[src/rtl/keypad_reader.sv]
// 4x4 matrix keypad scanner and debouncer. Builds a decimal entry of up to five digits
// and exposes the committed value and a valid flag on a memorio-style read port.
module keypad_reader #(
    parameter int SCAN_DIV = 100000,
    parameter int DEBOUNCE = 20
) (
    input  logic        clk,
    input  logic        rst,
    output logic [3:0]  row,
    input  logic [3:0]  col,
    input  logic        keycs,
    input  logic        keyread,
    input  logic        keyaddr,
    output logic [16:0] read_data,
    output logic [16:0] entry_value,
    output logic [3:0]  last_key
);
    // state      | meaning
    // S_SCAN     | walking the rows, waiting for any low column
    // S_DEBOUNCE | row held, counting stable samples of the latched column pattern
    // S_PRESSED  | key accepted; its action fires on the first clk, then wait for release
    // S_RELEASE  | counting stable all-high samples before the scan resumes
    typedef enum logic [1:0] {S_SCAN, S_DEBOUNCE, S_PRESSED, S_RELEASE} state_t;

    localparam int               DIV_W    = (SCAN_DIV > 1) ? $clog2(SCAN_DIV) : 1;
    localparam logic [DIV_W-1:0] DIV_LAST = DIV_W'(SCAN_DIV - 1);
    localparam int               DB_W     = $clog2(DEBOUNCE + 1);
    localparam logic [DB_W-1:0]  DB_LAST  = DB_W'(DEBOUNCE - 1);

    logic [3:0]       col_meta, col_sync;
    logic [DIV_W-1:0] div_cnt;
    logic             tick;
    state_t           state, state_nxt;
    logic [1:0]       row_idx, row_idx_nxt;
    logic [3:0]       pat, pat_nxt;
    logic [DB_W-1:0]  db_cnt, db_cnt_nxt;
    logic             act_pend, act_pend_nxt;
    logic [1:0]       col_idx;
    logic             is_digit, is_star, is_hash;
    logic [3:0]       digit;
    logic [16:0]      entry, value;
    logic [2:0]       count;
    logic             valid;
    logic             commit, rd_value;

    always_ff @(posedge clk or posedge rst) begin
        if (rst) begin
            col_meta <= 4'hF;
            col_sync <= 4'hF;
        end else begin
            col_meta <= col;
            col_sync <= col_meta;
        end
    end

    assign tick = (div_cnt == '0);

    always_ff @(posedge clk or posedge rst) begin
        if (rst)       div_cnt <= '0;
        else if (tick) div_cnt <= DIV_LAST;
        else           div_cnt <= div_cnt - DIV_W'(1);
    end

    always_ff @(posedge clk or posedge rst) begin
        if (rst) begin
            state    <= S_SCAN;
            row_idx  <= 2'd0;
            pat      <= 4'hF;
            db_cnt   <= '0;
            act_pend <= 1'b0;
        end else begin
            state    <= state_nxt;
            row_idx  <= row_idx_nxt;
            pat      <= pat_nxt;
            db_cnt   <= db_cnt_nxt;
            act_pend <= act_pend_nxt;
        end
    end

    always_comb begin
        state_nxt    = state;
        row_idx_nxt  = row_idx;
        pat_nxt      = pat;
        db_cnt_nxt   = db_cnt;
        act_pend_nxt = 1'b0;
        if (tick) begin
            case (state)
                S_SCAN: begin
                    if (col_sync != 4'hF) begin
                        pat_nxt    = col_sync;
                        db_cnt_nxt = DB_W'(1);
                        state_nxt  = S_DEBOUNCE;
                    end else begin
                        row_idx_nxt = row_idx + 2'd1;
                    end
                end
                S_DEBOUNCE: begin
                    if (col_sync == pat) begin
                        db_cnt_nxt = db_cnt + DB_W'(1);
                        if (db_cnt == DB_LAST) begin
                            state_nxt    = S_PRESSED;
                            act_pend_nxt = 1'b1;
                        end
                    end else begin
                        state_nxt = S_SCAN;
                    end
                end
                S_PRESSED: begin
                    if (col_sync == 4'hF) begin
                        db_cnt_nxt = DB_W'(1);
                        state_nxt  = S_RELEASE;
                    end
                end
                S_RELEASE: begin
                    if (col_sync == 4'hF) begin
                        db_cnt_nxt = db_cnt + DB_W'(1);
                        if (db_cnt == DB_LAST) begin
                            state_nxt   = S_SCAN;
                            row_idx_nxt = row_idx + 2'd1;
                        end
                    end else begin
                        state_nxt = S_PRESSED;
                    end
                end
                default: state_nxt = S_SCAN;
            endcase
        end
    end

    // Lowest low column wins when several keys of one row are down.
    always_comb begin
        casez (pat)
            4'b???0: col_idx = 2'd0;
            4'b??01: col_idx = 2'd1;
            4'b?011: col_idx = 2'd2;
            default: col_idx = 2'd3;
        endcase
    end

    always_comb begin
        is_digit = 1'b0;
        is_star  = 1'b0;
        is_hash  = 1'b0;
        digit    = 4'd0;
        if (col_idx != 2'd3) begin
            if (row_idx != 2'd3) begin
                is_digit = 1'b1;
                digit    = 4'(row_idx) * 4'd3 + 4'(col_idx) + 4'd1;
            end else begin
                is_digit = (col_idx == 2'd1);
                is_star  = (col_idx == 2'd0);
                is_hash  = (col_idx == 2'd2);
            end
        end
    end

    assign commit   = act_pend && is_hash;
    assign rd_value = keycs && keyread && !keyaddr;

    always_ff @(posedge clk or posedge rst) begin
        if (rst) begin
            entry    <= '0;
            count    <= '0;
            value    <= '0;
            valid    <= 1'b0;
            last_key <= 4'd0;
        end else begin
            if (act_pend) begin
                last_key <= {row_idx, col_idx};
                if (is_digit) begin
                    if (count < 3'd5) begin
                        entry <= entry * 17'd10 + 17'(digit);
                        count <= count + 3'd1;
                    end
                end else if (is_star || is_hash) begin
                    entry <= '0;
                    count <= '0;
                end
                if (is_hash) value <= entry;
            end
            // A commit on the same edge as a value read keeps valid set.
            if (commit)        valid <= 1'b1;
            else if (rd_value) valid <= 1'b0;
        end
    end

    always_comb begin
        read_data = '0;
        if (keycs && keyread) read_data = keyaddr ? {16'b0, valid} : value;
    end

    assign row         = ~(4'b0001 << row_idx);
    assign entry_value = entry;
endmodule

[config.mk]
export PLATFORM = sky130hd
export DESIGN_NAME = keypad_reader
export DESIGN_NICKNAME = d
export VERILOG_FILES = /design/src/rtl/keypad_reader.sv
export SDC_FILE = /design/constraint.sdc
export NUM_CORES = 1
export LEC_CHECK = 0
export BUFFER_PORTS_ARGS = -buffer_cell sky130_fd_sc_hd__buf_2
export CAP_MARGIN = 30
export CELL_PAD_IN_SITES_DETAIL_PLACEMENT = 1
export CELL_PAD_IN_SITES_GLOBAL_PLACEMENT = 1
export CORE_ASPECT_RATIO = 0.8
export CORE_UTILIZATION = 50
export DETAILED_ROUTE_END_ITERATION = 8
export GPL_TIMING_DRIVEN = 0
export PLACE_DENSITY = 0.95
export SLEW_MARGIN = 20
export SYNTH_ARGS = -nofsm -noshare
export SYNTH_HDL_FRONTEND = slang
export SYNTH_SLANG_ARGS = --single-unit
export TNS_END_PERCENT = 20
[constraint.sdc]
create_clock -name clk -period 6.3 [get_ports clk]
set_clock_uncertainty 0.2 [all_clocks]
set_input_delay 0.63 -clock clk [delete_from_list [all_inputs] [get_ports clk]]
set_output_delay 0.63 -clock clk [all_outputs]
set_load 0.005 [all_outputs]
# Word-level counts from Yosys, hierarchy flattened
# Index checks and enable logic that the tools add are counted.
dict set report word_totals {
  reg_bits 81
  wordCells 105
  out_inout_bits 42
  inputBits 9
}
dict set report op_classes {
  multipliers 2
  addsub 7
  shifts 1
  n_reduce_logical 17
  bitwise 2
  n_eq_ne 22
  n_mux 40
  n_lt_le_gt_ge 1
}
# cell count
set op_table {}
lappend op_table {{$mux 17} 6}
lappend op_table {{$mux 5} 4}
lappend op_table {{$pmux 5 s4} 1}
lappend op_table {{$mux 2} 9}
lappend op_table {{$add 17x4->17} 1}
lappend op_table {{$logic_not 17->1} 1}
lappend op_table {{$mul 17x3->16 const B} 1}
lappend op_table {{$sub 17x1->17 const B} 1}
lappend op_table {{$ne 2x2->1 const B} 8}
lappend op_table {{$reduce_and 5->1} 3}
lappend op_table {{$mux 1} 12}
lappend op_table {{$mux 3} 3}
lappend op_table {{$mux 4} 2}
lappend op_table {{$pmux 2 s4} 1}
lappend op_table {{$eq 2x1->1 const B} 3}
lappend op_table {{$eq 2x2->1 const B} 3}
lappend op_table {{$ne 3x3->1 const B} 2}
lappend op_table {{$pmux 2 s3} 1}
lappend op_table {{$reduce_and 3->1} 2}
lappend op_table {{$reduce_bool 2->1} 3}
lappend op_table {{$add 5x1->5 const B} 1}
lappend op_table {{$eq 5x5->1 const B} 1}
lappend op_table {{$add 4x1->4 const B} 1}
lappend op_table {{$add 4x2->4} 1}
lappend op_table {{other kinds (18)} 21}

# Longest topological paths before layout
# Gate-level depths: netlist (run 1).
dict set report depth {
  depth_word 9
  ltp_mapped 17
  ltp_nobuf 16
}

# Worst setup path after synthesis (run 1)
# Ideal clock, no wire load.
dict set report synth_timing {
  path_type {reg2reg}
  startpoint {reg pat[0]}
  endpoint {reg entry[16] (netlist: entry_value[16])}
  setup_time_ns 0.133
  required_time_ns 5.967
  n_path_buf 1
  path_stages_with_launch 18
  setup_slack_ns 2.435
  arrival_time_ns 3.532
  synth_period_minus_slack_ns 3.865
  path_cell_list {dfstp_2 -> clkbuf_1 -> nand2_1 -> fa_1 -> xor2_1 -> ha_1 -> nor2_1 -> xor2_1 -> nor2_1 -> ha_1 -> a21o_1 -> a21o_1 -> and3_1 -> and4_1 -> nand4_1 -> nor4_1 -> xnor2_1 -> o21ai_0}
}
dict set report synth_between {
  elab_chain_cells 9
  word_cells_on_any_way 25
  classes_between {3 x add/sub; 6 x eq/ne; 11 x mux; 1 x bitwise; 4 x reduce/logical}
}
# element line_no
set synth_lines {}
lappend synth_lines {{from (decl)} 35} ;# logic [3:0] pat, pat_nxt;
lappend synth_lines {{from (signal assigned)} 74} ;# pat <= pat_nxt;
lappend synth_lines {{$eq 3x2->1 (tied with other cells)} 132} ;# casez (pat)
lappend synth_lines {{$pmux 2 s3 *} 132}
lappend synth_lines {{$add 4x2->4} 148} ;# digit = 4'(row_idx) * 4'd3 + 4'(col_idx) + 4'd1;
lappend synth_lines {{$add 4x1->4} 148}
lappend synth_lines {{$mux 4} 146} ;# if (row_idx != 2'd3) begin
lappend synth_lines {{$mux 4} 145} ;# if (col_idx != 2'd3) begin
lappend synth_lines {{$add 17x4->17} 172} ;# entry <= entry * 17'd10 + 17'(digit);
lappend synth_lines {{$mux 17} 171} ;# if (count < 3'd5) begin
lappend synth_lines {{$mux 17} 170} ;# if (is_digit) begin
lappend synth_lines {{to (signal assigned)} 172}
lappend synth_lines {{to (decl)} 41} ;# logic [16:0] entry, value;
# Every way passes the cells marked *; elsewhere a longest branch is shown, timed or not. The select of a mux whose other input is x is not followed.
# A chain may end at the register's enable or synchronous reset.

# Worst setup path in the final report (run 1)
# Ends and elaborated chain as after synthesis.

==> results of run 1 <==
## layer usage
metal	up-vias	global-route usage [%]	part of all wire, %
met3	38	6.001	3.7
met2	125	48.34	50
met5	-	0	0
li1	1803	-	-
met1	1965	36.46	44
met4	0	12.27	2.9
## layout make-up
| type | instances | area [µm²] |
|---|---|---|
| Inverter | 22 | 85.08 |
| Timing Repair Buffer | 51 | 277.8 |
| Sequential cell | 81 | 2042 |
| Buffer | 14 | 78.83 |
| Clock buffer | 13 | 260.3 |
| Fill cell | 1013 | 3671 |
| Tap cell | 115 | 143.9 |
| Clock inverter | 3 | 23.77 |
| Multi-Input combinational cell | 358 | 2610 |
## cells in the final DEF, fill, tap and decap left out, types with 3 or more instances in the layout
cell	instances
dfstp_2	12
o211ai_1	4
clkbuf_8	3
nand2_1	49
and2_1	20
clkbuf_1	12
dfrtp_1	69
nor3_1	11
nor2_1	28
mux2_2	22
a211o_1	3
a211oi_1	5
buf_2	51
xnor2_1	26
a21o_1	6
o21ai_0	34
nor4_1	3
fa_1	3
xor2_1	13
and3_1	5
clkbuf_16	9
inv_1	21
nand3_1	13
a21oi_1	12
nand4_1	5
or3_1	4
ha_1	37
nor2b_1	8
o31ai_1	8
## power by group through the flow
| stage | registers [mW] | logic [mW] | clock network [mW] |
|---|---|---|---|
| floorplan | 0.536 | 0.0104 | 0 |
| global placement | 0.536 | 0.0166 | 0 |
| detailed placement | 0.536 | 0.0200 | 0 |
| CTS | 0.527 | 0.0201 | 0.510 |
| global route | 0.527 | 0.0222 | 0.532 |
| finish | 0.527 | 0.0193 | 0.506 |
## through the flow
stage | instance area (µm²) | std cells | utilization, %
after CTS | 5522 | 657 | 60.07
final | 5522 | 657 | 60.07
after detailed placement | 5238 | 641 | 56.98
after global routing | 5522 | 657 | 60.07
after floorplan | 4807 | 475 | -
after global placement | 5201 | 640 | 56.58
## kinds of logic (layout without fill, tap and decap cells)
| family | count (synthesis) | in the layout | synth area share, % |
|---|---|---|---|
| mux | 24 | 24 | 5.570 |
| buf+inv | 36 | 103 | 3.358 |
| fa+ha+maj | 40 | 40 | 10.88 |
| xor+xnor | 40 | 40 | 7.600 |
| compound gates | 90 | 90 | 12.10 |
| simple gates | 164 | 164 | 18.01 |
| flops | 81 | 81 | 42.48 |
## final timing paths
kind                              endpoint  slack [ns]  cells after the start
max                        entry_value[16]        1.79                     17
min reg2reg                    col_sync[1]        0.16                      0
min                              db_cnt[0]         0.1                      2
max in group asynchronous        value[14]        5.22                      3
max reg2reg                entry_value[16]        1.79                     17
min in group clk               col_sync[1]        0.16                      0
## flip-flops by register name, indices dropped and copies added (netlist names)
register	flops
div_cnt	17
entry_value	17
value	17
db_cnt	5
col_meta	4
col_sync	4
last_key	4
pat	4
count	3
row_idx	2
state	2
act_pend	1
valid	1
==> metrics.yaml, run 1 <==
timing:
  post-route-period-util_pct: 71.52
  rsz0062_at_grt: "no"
  fin_ws_ns: 1.794
  slew_violations: 0
  setup_violations: 0
  worst_pin_slew_ns: 0.8948
  relSlewSlack_pct: 40.12
  timing.fmax_mhz: 221.9
  hold_violations: 0
  holdWs_ns: 0.09671
  fin_setup_tns_ns: 0
  period_minus_slack_ns: 4.506
final_layout:
  antenna_cells: 0
  drive_gt1_share_pct: 21.22
  fin_nets: 586
  area_growth_pct: 14.86
critical_path:
  required_ns: 6.31
  path_buf_inv: 1
  slowest_delay_ns: 0.52
  worstPathCellList: "clkbuf_1 > nand2_1 > fa_1 > xor2_1 > ha_1 > nor2_1 > xor2_1 > nor2_1 > ha_1 > a21o_1 > a21o_1 > and3_1 > and4_1 > nand4_1 > nor4_1 > xnor2_1 > o21ai_0"
  cp-end-kind: "flip-flop"
  path_class: "flip-flop to flip-flop"
  worstReg2RegStart: "pat[0]"
  crit_family: "simple AND/OR/NAND/NOR gates"
  cp.arrival_ns: 4.51
  crit_path_start: "pat[0]"
  critPathSlowestCell: "dfstp_2"
  cp-start-kind: "flip-flop"
  crit_fanout: 6
clock_tree:
  clk_latency_ns: 0.34
  cts_sinks: 81
  numCtsBuffers: 9
  htreeDepth: 3
  cts_tree: "built"
  cts_hold_buf: 0
  cts.path.max_buffers: 2
  cts_root_buf: "clkbuf_16"
  clk_pin_slew_worst_paths_ns: 0.06
  ctsResizeCount: 0
  cts_setup_buffers: 0
yosys:
  synth_warnings: 0
  yosys.area.top_type_share_pct: 35.92
  syn_nets: 524
  avgSynthCellArea_um2: 10.12
  netlist_top_cells_count: "dfrtp_1 (69), nand2_1 (49), ha_1 (37), o21ai_0 (34), nor2_1 (28)"
  synth_cells: 475
  ys_ff_latch: 81
  syn_area_um2: 4807
  synth_cell_types: 58
  yosys-top-cells-area: "dfrtp_1 (36%), ha_1 (9.6%), dfstp_2 (6.6%)"
  synth-seq-area-share_pct: 42.48
  synth_largest_area_cell: "dfrtp_1"
  ys.flop_type: "dfrtp_1"
  synth-edff-count: 0
  async_flop_share_pct: 100.0
  yosysMostFrequentCell: "dfrtp_1"
placed_design:
  dp_slack_ns: 1.958
  place_congestion: 0.8254
  dp_hpwl_mm: 9.593
  io_buffers: 50
run_status:
  failed_checks: "DRC"
  outcome: "complete, but fails checks"
floorplan:
  pin_count: 51
  design.core.area_um2: 9193
  row_count: 31
  dieArea_um2: 10010
  die_w_um: 111.6
  die_y_um: 89.70
  start_util_pct: 52.29
job:
  maxCapViolCount: 0
power_and_ir_drop:
  clockPowerShare_pct: 48.1
  switching_share_pct: 22.03
  comb_power_share_pct: 1.8
  p_sw_mw: 0.2319
  p_int_mw: 0.8206
  powerDensity_nw_per_um2: 190.6
  total_power_mw: 1.052
  power.leakage_nw: 2.680
  ir_drop_uv: 117.4
  p_seq_share_pct: 50.1
global_route:
  antenna_found_initial: 0
  grt_pass1_vias: 4409
  grt_first_pass_wirelength_mm: 22.74
  grt_overflow: 0
  grt_max_degree: 51
  grtUsageTotal_pct: 28.95
drt:
  wl_per_cell_um: 20.66
  num_vias: 3931
  wl_mm: 13.57
  dr.pass1.iters: 6
  drc: 3
  viasPerCell: 5.983
  first_iter_violations: 231
  drtAntennaViolNets: 0
min_path:
  hold_class: "input pin to async pin"
No activity file was read; power rests on OpenSTA's default activity.
==> inputs of run 2 (changes only) <==
--- a/config.mk
+++ b/config.mk
@@ -5,15 +5,16 @@
 export SDC_FILE = /design/constraint.sdc
 export NUM_CORES = 1
 export LEC_CHECK = 0
+export ABC_AREA = 1
 export BUFFER_PORTS_ARGS = -buffer_cell sky130_fd_sc_hd__buf_2
 export CAP_MARGIN = 30
 export CELL_PAD_IN_SITES_DETAIL_PLACEMENT = 1
 export CELL_PAD_IN_SITES_GLOBAL_PLACEMENT = 1
 export CORE_ASPECT_RATIO = 0.8
-export CORE_UTILIZATION = 50
+export CORE_UTILIZATION = 40
 export DETAILED_ROUTE_END_ITERATION = 8
 export GPL_TIMING_DRIVEN = 0
-export PLACE_DENSITY = 0.95
+export PLACE_DENSITY = 0.87
 export SLEW_MARGIN = 20
 export SYNTH_ARGS = -nofsm -noshare
 export SYNTH_HDL_FRONTEND = slang
==> constraint.sdc (replaced) <==
create_clock -name clk -period 3.65 [get_ports clk]
set_clock_uncertainty 0.2 [all_clocks]
set_input_delay 0.365 -clock clk [delete_from_list [all_inputs] [get_ports clk]]
set_output_delay 0.365 -clock clk [all_outputs]
set_load 0.005 [all_outputs]
==> run 2 against run 1 <==
- the run now ends clean
- combinational power increased by 130%
- largest power group is now the clock network
- via count is 22% higher
- synthesized area grew 4.7%
- maximum frequency up 24%
- flip-flop and latch count unchanged
- synthesized cell count increased by 40%
- routed wire length grew 22%
- sequential power rose by 73%
- register-to-register slack lost 1.8 ns
- critical path depth rose by 7
- critical path type unchanged
==> metrics.yaml, run 2 <==
run_status:
  outcome: "finished clean"  # was complete, but fails checks
power_and_ir_drop:
  p_int_mw: 1.607  # was 0.8206 mW
  powerDensity_nw_per_um2: 328.2  # was 190.6 nW/µm²
  power.leakage_nw: 3.250  # was 2.680 nW
  p_sw_mw: 0.4068  # was 0.2319 mW
  clockPowerShare_pct: 52.6  # was 48.1%
  total_power_mw: 2.014  # was 1.052 mW
  p_seq_share_pct: 45.2  # was 50.1%
  switching_share_pct: 20.20  # was 22.03%
  comb_power_share_pct: 2.2  # was 1.8%
  ir_drop_uv: 284.0  # was 117.4 µV
placed_design:
  dp_slack_ns: -0.2938  # was 1.958 ns
  dp_hpwl_mm: 11.13  # was 9.593 mm
  place_area_um2: 5525  # was 5238 µm²
  io_buffers: 50  # unchanged
  place_congestion: 0.8344  # was 0.8254
timing:
  worst_pin_slew_ns: 0.5736  # was 0.8948 ns
  timing.fmax_mhz: 275.3  # was 221.9 MHz
  relSlewSlack_pct: 61.76  # was 40.12%
  post-route-period-util_pct: 99.52  # was 71.52%
  slew_violations: 0  # unchanged
  holdWs_ns: 0.1566  # was 0.09671 ns
  period_minus_slack_ns: 3.633  # was 4.506 ns
  setup_violations: 0  # unchanged
  hold_violations: 0  # unchanged
  rsz0062_at_grt: "yes"  # was no
  fin_ws_ns: 0.01742  # was 1.794 ns
yosys:
  synth-seq-area-share_pct: 40.59  # was 42.48%
  synth_warnings: 0  # unchanged
  netlist_top_cells_count: "nand2_1 (185), inv_1 (101), dfrtp_1 (69), nor2_1 (68), nand3_1 (45)"  # was dfrtp_1 (69), nand2_1 (49), ha_1 (37), o21ai_0 (34), nor2_1 (28)
  synth-edff-count: 0  # unchanged
  async_flop_share_pct: 100.0  # unchanged
  syn_nets: 712  # was 524
  syn_area_um2: 5031  # was 4807 µm²
  yosysMostFrequentCell: "nand2_1"  # was dfrtp_1
  yosys-top-cells-area: "dfrtp_1 (34%), nand2_1 (14%), ha_1 (9.2%)"  # was dfrtp_1 (36%), ha_1 (9.6%), dfstp_2 (6.6%)
  avgSynthCellArea_um2: 7.588  # was 10.12 µm²
  synth_cells: 663  # was 475
  synth_cell_types: 36  # was 58
  ys.flop_type: "dfrtp_1"  # unchanged
  ys_ff_latch: 81  # unchanged
  yosys.area.top_type_share_pct: 34.32  # was 35.92%
  synth_largest_area_cell: "dfrtp_1"  # unchanged
critical_path:
  cp-start-kind: "flip-flop"  # unchanged
  crit_fanout: 4  # was 6
  path_class: "flip-flop to flip-flop"  # unchanged
  worstReg2RegStart: "pat[0]"  # unchanged
  cp-end-kind: "flip-flop"  # unchanged
  cp.arrival_ns: 3.71  # was 4.51 ns
  rr_worst_depth: 24  # was 17
  ff2ff_setup_slack_ns: 0.02  # was 1.79 ns
  required_ns: 3.72  # was 6.31 ns
  reg2reg_to: "entry_value[16]"  # unchanged
drt:
  num_vias: 4781  # was 3,931
  drtAntennaViolNets: 0  # unchanged
  drc: 0  # was 3
  dr.pass1.iters: 4  # was 6
  viasPerCell: 5.231  # was 5.983
  wl_per_cell_um: 18.12  # was 20.66 µm
  wl_mm: 16.57  # was 13.57 mm
  first_iter_violations: 252  # was 231
clock_tree:
  cts_sinks: 81  # unchanged
  cts_tree: "built"  # unchanged
  numCtsBuffers: 9  # unchanged
  htreeDepth: 3  # unchanged
  cts_root_buf: "clkbuf_16"  # unchanged
  cts.path.max_buffers: 2  # unchanged
  clk_latency_ns: 0.34  # about the same
  clk_pin_slew_worst_paths_ns: 0.06  # about the same
global_route:
  grt_pass1_vias: 5035  # was 4,409
  grt_overflow: 0  # unchanged
  grtUsageTotal_pct: 26.00  # was 28.95%
  grt_first_pass_wirelength_mm: 26.08  # was 22.74 mm
  antenna_found_initial: 0  # unchanged
  grt_max_degree: 53  # was 51
final_layout:
  fin_nets: 787  # was 586
  layout.cells.most_common: "nand2_1"  # was dfrtp_1
  drive_gt1_share_pct: 18.30  # was 21.22%
  utilization_pct: 50.27  # was 60.07%
  antenna_cells: 0  # unchanged
  area_growth_pct: 21.96  # was 14.86%
  fin_area_um2: 6136  # was 5522 µm²
  mostFrequentLayoutCells: "nand2_1 (175), inv_1 (94), dfrtp_1 (69)"  # was dfrtp_1 (69), buf_2 (51), nand2_1 (49)
min_path:
  hold_end: "col_sync[1]"
  holdPathStages: 0
  min_from: "col_meta[1]"
  hold_class: "flip-flop to flip-flop"  # was input pin to async pin
floorplan:
  die_w_um: 127.4  # was 111.6 µm
  dieArea_um2: 13030  # was 10,010 µm²
  pin_count: 51  # unchanged
  design.core.area_um2: 12210  # was 9193 µm²
  start_util_pct: 41.22  # was 52.29%
  row_count: 36  # was 31
  die_y_um: 102.3  # was 89.70 µm
job:
  maxCapViolCount: 0  # unchanged
## run 2: changes by cell type in the layout (fill, tap and decap cells not counted), moves of 9 or more
cell / delta
nand2_1: +126
mux2_2: -21
inv_1: +73
and2_1: -20
inv_2: +9
xnor2_1: -17
nand3_1: +26
nor2_1: +37
## run 2: worst max path at each step
stage | slack (ns) | from | end
5_1_grt | -0.12 | pat[0] | entry_value[16]
3_5_place_dp | -0.29 | pat[1] | entry_value[13]
3_3_place_gp | -0.03 | pat[1] | entry_value[15]
2_1_floorplan | 0.35 | pat[1] | entry_value[16]
4_1_cts | 0.003 | pat[1] | entry_value[15]
6_report | 0.02 | pat[0] | entry_value[16]
## run 2: power groups by stage
stage          sequential (mW)  combinational, mW  clock, mW
6_report                 0.910             0.0437       1.06
5_1_grt                  0.910             0.0496       1.10
3_5_place_dp             0.926             0.0396          0
4_1_cts                  0.910             0.0441       1.06
3_3_place_gp             0.925             0.0329          0
2_1_floorplan            0.924             0.0213          0
## run 2: worst max-delay path, cell delays in order, from the launching register on
cell and delay (ns):
dfstp_2 0.56, nand2_4 0.07, fa_2 0.45, inv_2 0.11
nand2_4 0.07, nand2_2 0.08, inv_2 0.05, ha_4 0.15
inv_4 0.05, nand2_4 0.05, o21ai_2 0.15, a21oi_2 0.07
ha_2 0.33, nand3_2 0.07, nand3_2 0.10, nand2_2 0.07
inv_2 0.09, nand2_4 0.07, nor2_4 0.19, inv_1 0.09
nor2_2 0.16, nand3_1 0.11, nand2_1 0.07, nand3_1 0.08
nand2_1 0.06
## run 2: through the flow
stage | cells | TNS (ns)
after floorplan | 663 | 0
after CTS | 910 | 0
after global placement | 884 | -0.04262
final | 914 | 0
after detailed placement | 885 | -1.616
after global routing | 914 | -0.4916
## run 2: cell families (layout without fill, tap and decap cells)
group / count (synthesis) / after routing / share of synthesized area [%]
buf+inv: 115 / 195 / 8.580
simple gates: 323 / 323 / 26.88
compound gates: 75 / 75 / 8.207
flops: 81 / 81 / 40.59
fa+ha+maj: 40 / 40 / 10.40
xor+xnor: 23 / 23 / 4.004
mux: 6 / 6 / 1.343
## run 2: layout make-up
| type | instances | area, µm² |
|---|---|---|
| Timing Repair Buffer | 64 | 387.9 |
| Inverter | 108 | 412.9 |
| Sequential cell | 81 | 2042 |
| Tap cell | 171 | 214.0 |
| Clock inverter | 5 | 103.9 |
| Buffer | 7 | 26.28 |
| Fill cell | 1530 | 6071 |
| Clock buffer | 11 | 242.7 |
| Multi-Input combinational cell | 467 | 2706 |
## run 2: per-layer routing
| layer | up-vias | part of all wire (%) | global-route usage, % | routed length [µm] |
|---|---|---|---|---|
| met5 | - | 0 | 0 | 0 |
| met4 | 0 | 3.1 | 11.54 | 507 |
| met3 | 41 | 2.8 | 3.770 | 461 |
| met2 | 94 | 49 | 44.43 | 8146 |
| met1 | 2392 | 45 | 33.10 | 7451 |
| li1 | 2254 | - | - | - |
## run 2: repair_timing
action,CTS,global route
endpoints found under the setup margin,8,10
hold buffers,5,0
hold endpoints to repair,33,0
resized for setup,19,28
pin swaps,6,18
buffers inserted,4,4
